### config.mk
export PLATFORM = sky130hd
export DESIGN_NAME = dot_product_ctrl_flat
export DESIGN_NICKNAME = d
export VERILOG_FILES = /design/src/rtl/dot_product_pkg.sv /design/src/rtl/dot_product_ctrl_if.sv /design/src/rtl/dot_product_ctrl_mac.sv /design/src/rtl/dot_product_ctrl.sv /design/src/flat_wrapper.sv
export SDC_FILE = /design/constraint.sdc
export NUM_CORES = 1
export LEC_CHECK = 0
export ABC_AREA = 1
export CORE_ASPECT_RATIO = 1.75
export CORE_MARGIN = 2
export CORE_UTILIZATION = 40
export DETAILED_ROUTE_END_ITERATION = 6
export PLACE_DENSITY = 0.72
export SLEW_MARGIN = 20
export SYNTH_ARGS = -nofsm -noshare
export SYNTH_HDL_FRONTEND = slang
export SYNTH_SLANG_ARGS = --single-unit
### constraint.sdc
create_clock -name clk -period 8.2 [get_ports clk]
set_input_delay 2.46 -clock clk [delete_from_list [all_inputs] [get_ports clk]]
set_output_delay 2.46 -clock clk [all_outputs]
set_load 0.005 [all_outputs]
### src/rtl/dot_product_pkg.sv
// Shared sizing constants and FSM state encoding for the dot-product sequencer.
package dot_product_pkg;
  localparam int Data_Width = 8;
  localparam int Addr_Width = 4;
  localparam int Ram_Depth  = 1 << Addr_Width;
  localparam int Para_Deg   = 4;
  localparam int Word_Width = Para_Deg * Data_Width;
  localparam int Prod_Width = 2 * Data_Width;
  localparam int Acc_Width  = Para_Deg * Data_Width;

  typedef enum logic [2:0] {
    IDLE,
    READ,
    DRAIN,
    WRITE,
    DONE
  } state_t;
endpackage

### src/rtl/dot_product_ctrl_if.sv
// SRAM-side bus: shared read port for both operand SRAMs and the result SRAM write port.
interface dot_product_ctrl_if;
  import dot_product_pkg::*;

  logic                  In_Chip_Select;
  logic                  In_En_Read;
  logic [Addr_Width-1:0] In_Read_Addr;
  logic [Word_Width-1:0] In0_Read_Data;
  logic [Word_Width-1:0] In1_Read_Data;
  logic                  Out_Chip_Select;
  logic                  Out_En_Write;
  logic [Addr_Width-1:0] Out_Write_Addr;
  logic [Word_Width-1:0] Out_Write_Data;

  modport master (
    output In_Chip_Select, In_En_Read, In_Read_Addr,
    input  In0_Read_Data, In1_Read_Data,
    output Out_Chip_Select, Out_En_Write, Out_Write_Addr, Out_Write_Data
  );

  modport slave (
    input  In_Chip_Select, In_En_Read, In_Read_Addr,
    output In0_Read_Data, In1_Read_Data,
    input  Out_Chip_Select, Out_En_Write, Out_Write_Addr, Out_Write_Data
  );
endinterface

### src/rtl/dot_product_ctrl_mac.sv
// Combinational lane-wise unsigned multiply and sum of two packed SRAM words.
module dot_lane_mac
  import dot_product_pkg::*;
(
  input  logic [Word_Width-1:0] a,
  input  logic [Word_Width-1:0] b,
  output logic [Acc_Width-1:0]  sum
);

  function automatic logic [Prod_Width-1:0] lane_mul(input logic [Data_Width-1:0] x,
                                                     input logic [Data_Width-1:0] y);
    return Prod_Width'(x) * Prod_Width'(y);
  endfunction

  always_comb begin
    sum = '0;
    for (int i = 0; i < Para_Deg; i++) begin
      sum = sum + Acc_Width'(lane_mul(a[i*Data_Width +: Data_Width],
                                      b[i*Data_Width +: Data_Width]));
    end
  end

endmodule

### src/rtl/dot_product_ctrl.sv
// Sequencer: streams Vec_Len words from two operand SRAMs, accumulates the
// lane-wise dot product and writes the sum to the result SRAM.
module dot_product_ctrl
  import dot_product_pkg::*;
(
  input  logic                  clk,
  input  logic                  rst,
  input  logic                  Start,
  input  logic [Addr_Width:0]   Vec_Len,
  input  logic [Addr_Width-1:0] Out_Addr,
  output logic                  Busy,
  output logic                  Done,
  output logic                  Err,
  output logic [Acc_Width-1:0]  Result,
  dot_product_ctrl_if.master    sram
);

  localparam logic [Addr_Width:0] Depth_L = (Addr_Width + 1)'(Ram_Depth);

  state_t                state, state_n;
  logic [Addr_Width:0]   addr_cnt;
  logic [Addr_Width:0]   len_q;
  logic [Addr_Width-1:0] out_addr_q;
  logic                  err_q;
  logic                  vld_p1;
  logic                  len_ok;
  logic [Acc_Width-1:0]  acc;
  logic [Acc_Width-1:0]  lane_sum;

  assign len_ok = (Vec_Len != '0) && (Vec_Len <= Depth_L);

  dot_lane_mac u_mac (
    .a   (sram.In0_Read_Data),
    .b   (sram.In1_Read_Data),
    .sum (lane_sum)
  );

  always_ff @(posedge clk) begin
    if (rst) begin
      state      <= IDLE;
      addr_cnt   <= '0;
      len_q      <= '0;
      out_addr_q <= '0;
      err_q      <= 1'b0;
      vld_p1     <= 1'b0;
      acc        <= '0;
      Result     <= '0;
    end else begin
      state <= state_n;
      // Stage p1: read data for the address issued last cycle is on the bus.
      vld_p1 <= (state == READ);
      if (vld_p1) begin
        acc <= acc + lane_sum;
      end
      case (state)
        IDLE: begin
          if (Start) begin
            len_q      <= Vec_Len;
            out_addr_q <= Out_Addr;
            addr_cnt   <= '0;
            err_q      <= !len_ok;
            if (len_ok) begin
              acc <= '0;
            end
          end
        end
        READ: addr_cnt <= addr_cnt + 1'b1;
        // Loaded on the way into DONE so Result is already valid while Done is high.
        WRITE: Result <= acc;
        default: ;
      endcase
    end
  end

  always_comb begin
    state_n              = state;
    Busy                 = (state != IDLE);
    Done                 = 1'b0;
    Err                  = 1'b0;
    sram.In_Chip_Select  = 1'b0;
    sram.In_En_Read      = 1'b0;
    sram.In_Read_Addr    = '0;
    sram.Out_Chip_Select = 1'b0;
    sram.Out_En_Write    = 1'b0;
    sram.Out_Write_Addr  = '0;
    sram.Out_Write_Data  = '0;
    case (state)
      IDLE: begin
        if (Start) begin
          state_n = len_ok ? READ : DONE;
        end
      end
      READ: begin
        sram.In_Chip_Select = 1'b1;
        sram.In_En_Read     = 1'b1;
        sram.In_Read_Addr   = addr_cnt[Addr_Width-1:0];
        if (addr_cnt == len_q - 1'b1) begin
          state_n = DRAIN;
        end
      end
      DRAIN: state_n = WRITE;
      WRITE: begin
        sram.Out_Chip_Select = 1'b1;
        sram.Out_En_Write    = 1'b1;
        sram.Out_Write_Addr  = out_addr_q;
        sram.Out_Write_Data  = acc;
        state_n              = DONE;
      end
      DONE: begin
        Done    = 1'b1;
        Err     = err_q;
        state_n = IDLE;
      end
      default: state_n = IDLE;
    endcase
  end

endmodule

### src/flat_wrapper.sv
// flat-port wrapper written by rule: the top's interface ports become plain ports
module dot_product_ctrl_flat import dot_product_pkg::*;
  (clk, rst, Start, Vec_Len, Out_Addr, Busy, Done, Err, Result, sram_In_Chip_Select, sram_In_En_Read, sram_In_Read_Addr, sram_In0_Read_Data, sram_In1_Read_Data, sram_Out_Chip_Select, sram_Out_En_Write, sram_Out_Write_Addr, sram_Out_Write_Data);
  dot_product_ctrl_if sram_i ();
  input  logic clk;
  input  logic rst;
  input  logic Start;
  input  logic [Addr_Width:0] Vec_Len;
  input  logic [Addr_Width-1:0] Out_Addr;
  output logic Busy;
  output logic Done;
  output logic Err;
  output logic [Acc_Width-1:0] Result;
  output wire logic [$bits(sram_i.In_Chip_Select)-1:0] sram_In_Chip_Select;
  output wire logic [$bits(sram_i.In_En_Read)-1:0] sram_In_En_Read;
  output wire logic [$bits(sram_i.In_Read_Addr)-1:0] sram_In_Read_Addr;
  input wire logic [$bits(sram_i.In0_Read_Data)-1:0] sram_In0_Read_Data;
  input wire logic [$bits(sram_i.In1_Read_Data)-1:0] sram_In1_Read_Data;
  output wire logic [$bits(sram_i.Out_Chip_Select)-1:0] sram_Out_Chip_Select;
  output wire logic [$bits(sram_i.Out_En_Write)-1:0] sram_Out_En_Write;
  output wire logic [$bits(sram_i.Out_Write_Addr)-1:0] sram_Out_Write_Addr;
  output wire logic [$bits(sram_i.Out_Write_Data)-1:0] sram_Out_Write_Data;
  assign sram_In_Chip_Select = sram_i.In_Chip_Select;
  assign sram_In_En_Read = sram_i.In_En_Read;
  assign sram_In_Read_Addr = sram_i.In_Read_Addr;
  assign sram_i.In0_Read_Data = sram_In0_Read_Data;
  assign sram_i.In1_Read_Data = sram_In1_Read_Data;
  assign sram_Out_Chip_Select = sram_i.Out_Chip_Select;
  assign sram_Out_En_Write = sram_i.Out_En_Write;
  assign sram_Out_Write_Addr = sram_i.Out_Write_Addr;
  assign sram_Out_Write_Data = sram_i.Out_Write_Data;
  dot_product_ctrl u_core (.clk(clk), .rst(rst), .Start(Start), .Vec_Len(Vec_Len), .Out_Addr(Out_Addr), .Busy(Busy), .Done(Done), .Err(Err), .Result(Result), .sram(sram_i));
endmodule
After elaboration in Yosys (flattened, before gate mapping). Index checks and enable logic that the tools add are counted.

Register bits: 83. Bits of input ports: 76. Output and inout port bits: 79. Logic and storage cells: 52.

Add/subtract/negate cells: 6. Multipliers: 4. $lt $le $gt $ge: 1. Equal/unequal tests: 7. Multiplexer cells: 17. Reductions and logical operators: 9.

Operators by type and width (count): $mux W32 (5); $mul A8 B8 Y16 (4); $add A32 B19 Y32 (1); $add A18 B16 Y19 (1); $add A17 B16 Y18 (1); $add A16 B16 Y17 (1); $pmux W3 S4 (1); $pmux W5 S2 (1); $mux W3 (3); $mux W4 (2); $eq A3 B2 Y1 const B (2); $reduce_and A2 Y1 (3); $add A5 B1 Y5 const B (1); $eq A5 B5 Y1 (1); $le A5 B5 Y1 const B (1); $mux W5 (1); $reduce_bool A5 Y1 (1); $sub A5 B1 Y5 const B (1); $mux W1 (4); $ne A2 B2 Y1 const B (2); $eq A3 B1 Y1 const B (1); $eq A3 B3 Y1 const B (1); $logic_not A3 Y1 (1); $reduce_bool A3 Y1 (1); 3 further kinds (3).

Longest topological paths before layout. Gate-level depths: netlist (run 1).

Depth in word-level cells: 9. Gate-level depth with buffers: 30. Depth with buffers taken out: 29.

By module. From an unflattened synthesis (run 1), not the netlist that was laid out.

Cell total of the unflattened synthesis: 2291. Area, all modules: 15894.0 sq um.

Modules (own cells, without submodules): dot_lane_mac (times used 1, cells an instance 1320, area an instance 9937.0 sq um, seq. area each 0.0 sq um); dot_product_ctrl (times used 1, cells an instance 971, area an instance 5957.0 sq um, seq. area each 1661.6 sq um).

Least setup slack after synthesis (run 1). No wires, ideal clock.

Kind: input to register. Start: input port sram_In1_Read_Data[0]. End: register u_core.acc[14]. Library setup time: 109 ps. Arrival time: 8084 ps. Data required time: 8091 ps. Path slack: 7 ps. Cell stages on the path: 25. Buffers on the path: 1. Path through: clkbuf_1 > nand2_1 > fa_1 > fa_1 > inv_1 > fa_1 > inv_1 > fa_1 > inv_1 > fa_1 > fa_1 > fa_1 > inv_1 > fa_1 > inv_1 > ha_1 > nand2_1 > inv_1 > nand2_1 > o21ai_0 > nand2_1 > nand3_1 > nand3_1 > nand2_1 > inv_1.

Longest elaborated chain between the ends: 9.

RTL lines: from (decl) (RTL line flat_wrapper.sv:18) `input wire logic [$bits(sram_i.In1_Read_Data)-1:0] sram_In1_Read_Data;`; $mul A8 B8 Y16 * (RTL line dot_product_ctrl_mac.sv:12) `return Prod_Width'(x) * Prod_Width'(y);`; $add A16 B16 Y17 * (RTL line dot_product_ctrl_mac.sv:18) `sum = sum + Acc_Width'(lane_mul(a[i*Data_Width +: Data_Width],`; $add A17 B16 Y18 * (RTL line dot_product_ctrl_mac.sv:18); $add A18 B16 Y19 * (RTL line dot_product_ctrl_mac.sv:18); $add A32 B19 Y32 * (RTL line dot_product_ctrl.sv:53) `acc <= acc + lane_sum;`; $mux W32 * (RTL line dot_product_ctrl.sv:52) `if (vld_p1) begin`; $mux W32 (RTL line dot_product_ctrl.sv:62) `if (len_ok) begin`; $mux W32 (RTL line dot_product_ctrl.sv:57) `if (Start) begin`; $mux W32 * (RTL line dot_product_ctrl.sv:55) `case (state)`; to (signal assigned) (RTL line dot_product_ctrl.sv:53); to (decl) (RTL line dot_product_ctrl.sv:27) `logic [Acc_Width-1:0] acc;`.

Every way passes the cells marked *; elsewhere a longest branch is shown, timed or not. A chain may end at the register's enable or synchronous reset.

Worst setup path after layout (run 1).
Start: input port sram_In0_Read_Data[29]. End: register u_core.acc[25].

Longest elaborated chain between the ends: 7.

RTL lines: from (decl) (RTL line flat_wrapper.sv:17) `input wire logic [$bits(sram_i.In0_Read_Data)-1:0] sram_In0_Read_Data;`; $mul A8 B8 Y16 * (RTL line dot_product_ctrl_mac.sv:12); $add A18 B16 Y19 * (RTL line dot_product_ctrl_mac.sv:18); $add A32 B19 Y32 * (RTL line dot_product_ctrl.sv:53); $mux W32 * (RTL line dot_product_ctrl.sv:52); $mux W32 (RTL line dot_product_ctrl.sv:62); $mux W32 (RTL line dot_product_ctrl.sv:57); $mux W32 * (RTL line dot_product_ctrl.sv:55).

Marked as above.

==> flow_metrics.py, run 1 <==
metrics = {
    "finish": {
        "fin_nets": 2619,
        "ff_latch_area_um2": 1662,
        "fillers": 3216,
        "multi_input_area_um2": 10630,
        "syn2layout_area_growth_pct": 29.82,
        "drive_gt1_share_pct": 23.75,
    },
    "floorplanning": {
        "initial_core_util_pct": 40.42,
        "die_w_um": 146.5,
        "core_area_um2": 35180,
        "design.portCount": 155,
        "dieArea_um2": 37140,
        "die_h_um": 253.4,
        "num_rows": 91,
    },
    "clocking": {
        "hold_buffers": 0,
        "clk_pin_slew_ps": 70,
        "cts_tree": "done",
        "clockBufferDepth": 2,
        "clkLatencyLatePin_ps": 360,
        "cts.sinks": 83,
        "root_buffer": "clkbuf_16",
        "cts-buffers-inserted": 9,
        "ctsHtreeMaxLevel": 3,
    },
    "synthesis": {
        "syn_avg_cell_area_um2": 7.407,
        "ys_ff_latch": 83,
        "syn_area_um2": 14220,
        "yosysUniqueCellTypes": 37,
        "synth-main-ff-cell": "dfxtp_1",
        "netlist.area_leader.share_pct": 34.06,
        "synth-seq-area-share_pct": 11.68,
        "yosys_warnings": 0,
        "syn_inst": 1920,
        "syn_nets": 2367,
        "synth_largest_area_cell": "fa_1",
        "synth_edf_count": 0,
        "synth.area.top_cells": "fa_1 (34%), inv_1 (17%), dfxtp_1 (12%)",
        "synthArstFlopShare_pct": 0,
    },
    "drt": {
        "ant_nets": 0,
        "viasPerCell": 4.672,
        "drcViolationCount": 0,
        "drt_pass1_iterations": 4,
        "top_layer": "met4",
        "met2WireLength_mm": 23.63,
        "dr.first_iter.drc_count": 406,
        "met1_length_mm": 12.24,
        "dr_wl_met3_um": 954,
        "routed_wl_mm": 40.39,
        "wire_per_inst_um": 15.28,
        "num_vias": 12350,
    },
    "global_route": {
        "grt_pass1_wl_mm": 64.27,
        "grt_max_degree": 50,
        "gr-total-overflow": 0,
        "grt_usage_pct": 22.10,
        "grt_pass1_vias": 13550,
        "antenna_found_initial": 1,
    },
    "timing": {
        "rsz0062_at_grt": "true",
        "finalHoldViolCount": 0,
        "timing.final.crit_share_pct": 100.1,
        "finalSetupTns_ps": -4.254,
        "timing.final.ws_setup_ps": -4.254,
        "fmax_mhz": 121.9,
        "hold_slack_ps": 458.9,
        "slew_viol_final": 0,
        "setup_viol": 1,
        "tightest_slew_ps": 845.3,
        "maxSlewHeadroom_pct": 43.58,
        "finClkSkew_ps": 8.985,
        "min_period_ps": 8204,
    },
    "placement": {
        "dp_slack_ps": -941.4,
        "io_buffers": 154,
        "dp_hpwl_mm": 34.56,
        "gp_congestion": 0.9095,
    },
    "worst_setup_path": {
        "cp_data_arrival_time_ps": 8460,
        "worstPathRequired_ps": 8460,
        "cp-end-kind": "register",
        "crit_top_cell": "fa_1",
        "rrSetupSlack_ps": 1970,
        "slowest_delay_ps": 590,
        "path_buf_inv": 7,
        "crit_path_start_kind": "input port",
        "path_depth": 26,
        "critPathTopFamily": "adder cells",
        "slowest_stage": "fa_2",
        "path_class": "in2reg",
        "reg2reg_depth": 25,
        "cp_max_fo": 6,
    },
    "outcome": {
        "status": "complete, but fails checks",
        "violations": "setup timing",
    },
    "flow_run": {
        "drv_cap": 0,
    },
    "worst_hold_path": {
        "hold_path.class": "reg2reg",
        "whs_path_depth": 2,
    },
}
cell families after synthesis:
| group | count (synthesis) | share of synthesized area (%) |
|---|---|---|
| DFF | 83 | 11.68 |
| and+or+nand+nor | 609 | 18.15 |
| xor gates and xnor gates | 11 | 0.6774 |
| adders and majority gates | 371 | 45.41 |
| AOI/OAI and AO/OA | 115 | 4.390 |
| buffers and inverters | 731 | 19.69 |
Yosys cell counts, types with 2 or more instances:
| cell | n |
|---|---|
| inv_1 | 636 |
| nand2_1 | 435 |
| fa_1 | 242 |
| ha_1 | 129 |
| dfxtp_1 | 83 |
| nor2_1 | 80 |
| a21oi_1 | 79 |
| clkbuf_1 | 71 |
| nand3_1 | 51 |
| nor2_4 | 24 |
| o21ai_0 | 23 |
| inv_2 | 8 |
| buf_2 | 7 |
| nor3_1 | 7 |
| xor2_1 | 6 |
| xnor2_1 | 5 |
| a211oi_1 | 4 |
| nand4_1 | 3 |
| o211ai_1 | 3 |
| and2_1 | 2 |
| buf_1 | 2 |
| buf_4 | 2 |
| buf_6 | 2 |
| buf_8 | 2 |
| nor4_1 | 2 |
metal layers:
layer  up-vias  GRT usage [%]
met5         -              0
met4         0          15.45
met3       168          1.784
met2       309          46.42
met1      5975          18.95
li1       5895              -
tightest hold or removal path: cells and delay by family (launching register included):
| kind | cells | cell delay, ps |
|---|---|---|
| DFF | 1 | 300 |
| buffers and inverters | 1 | 60 |
| AOI/OAI and AO/OA | 1 | 50 |
cell usage in the layout (no fill, tap or decap), types with 32 or more instances in the layout:
master / count
a21oi_1: 71
buf_4: 135
buf_6: 35
clkbuf_2: 38
clkdlybuf4s50_1: 90
dfxtp_1: 83
fa_1: 218
ha_1: 117
inv_1: 573
inv_2: 68
nand2_1: 344
nand2_2: 69
nor2_1: 70
nor2_4: 32
state kept, by name (all words and copies together), names as in the netlist:
| signal | cells |
|---|---|
| u_core.vld_p1 | 1 |
| u_core.out_addr_q | 4 |
| u_core.Result | 32 |
| u_core.state | 3 |
| u_core.err_q | 1 |
| u_core.acc | 32 |
| u_core.len_q | 5 |
| u_core.addr_cnt | 5 |
cell type report:
type	count	share of cell area [%]
antenna	1	0.01355
clock buffer	10	1.294
clock inverter	6	0.3863
inverter	645	13.18
multi-input combinational	1106	57.55
sequential	83	8.999
tap	465	3.151
timing repair buffer	327	15.42
path summary, 6_finish.rpt:
path,startpoint,to
setup reg to reg,u_core.acc[6],u_core.acc[25]
setup / recovery,sram_In0_Read_Data[29],u_core.acc[25]
hold reg to reg,u_core.err_q,u_core.err_q
hold / removal,u_core.err_q,u_core.err_q
per-stage QoR:
stage	cell area (um2)	util (%)	instances
6_report	18460	52.48	2643
4_1_cts	18080	51.40	2631
2_1_floorplan	14220	-	1920
5_1_grt	18460	52.47	2642
3_3_place_gp	17100	48.60	2597
3_5_place_dp	17100	48.60	2597
timing repair:
action | CTS | global route
setup buffers | 19 | 16
pin swaps | 75 | 128
setup endpoints to repair | 27 | 26
gates resized for setup | 237 | 293
gates cloned | 0 | 0
Power of run 1 is left out: the tool's default activity adds up to more than one toggle a clock period on the data nets, which glitch-free logic cannot reach.
==> inputs of run 2 (changes only) <==
CAP_MARGIN = 20   (was unset)
==> results of run 2 <==
Final layout, timing and power as in run 1 (identical DEF).
Power of run 2 is left out for the same reason.
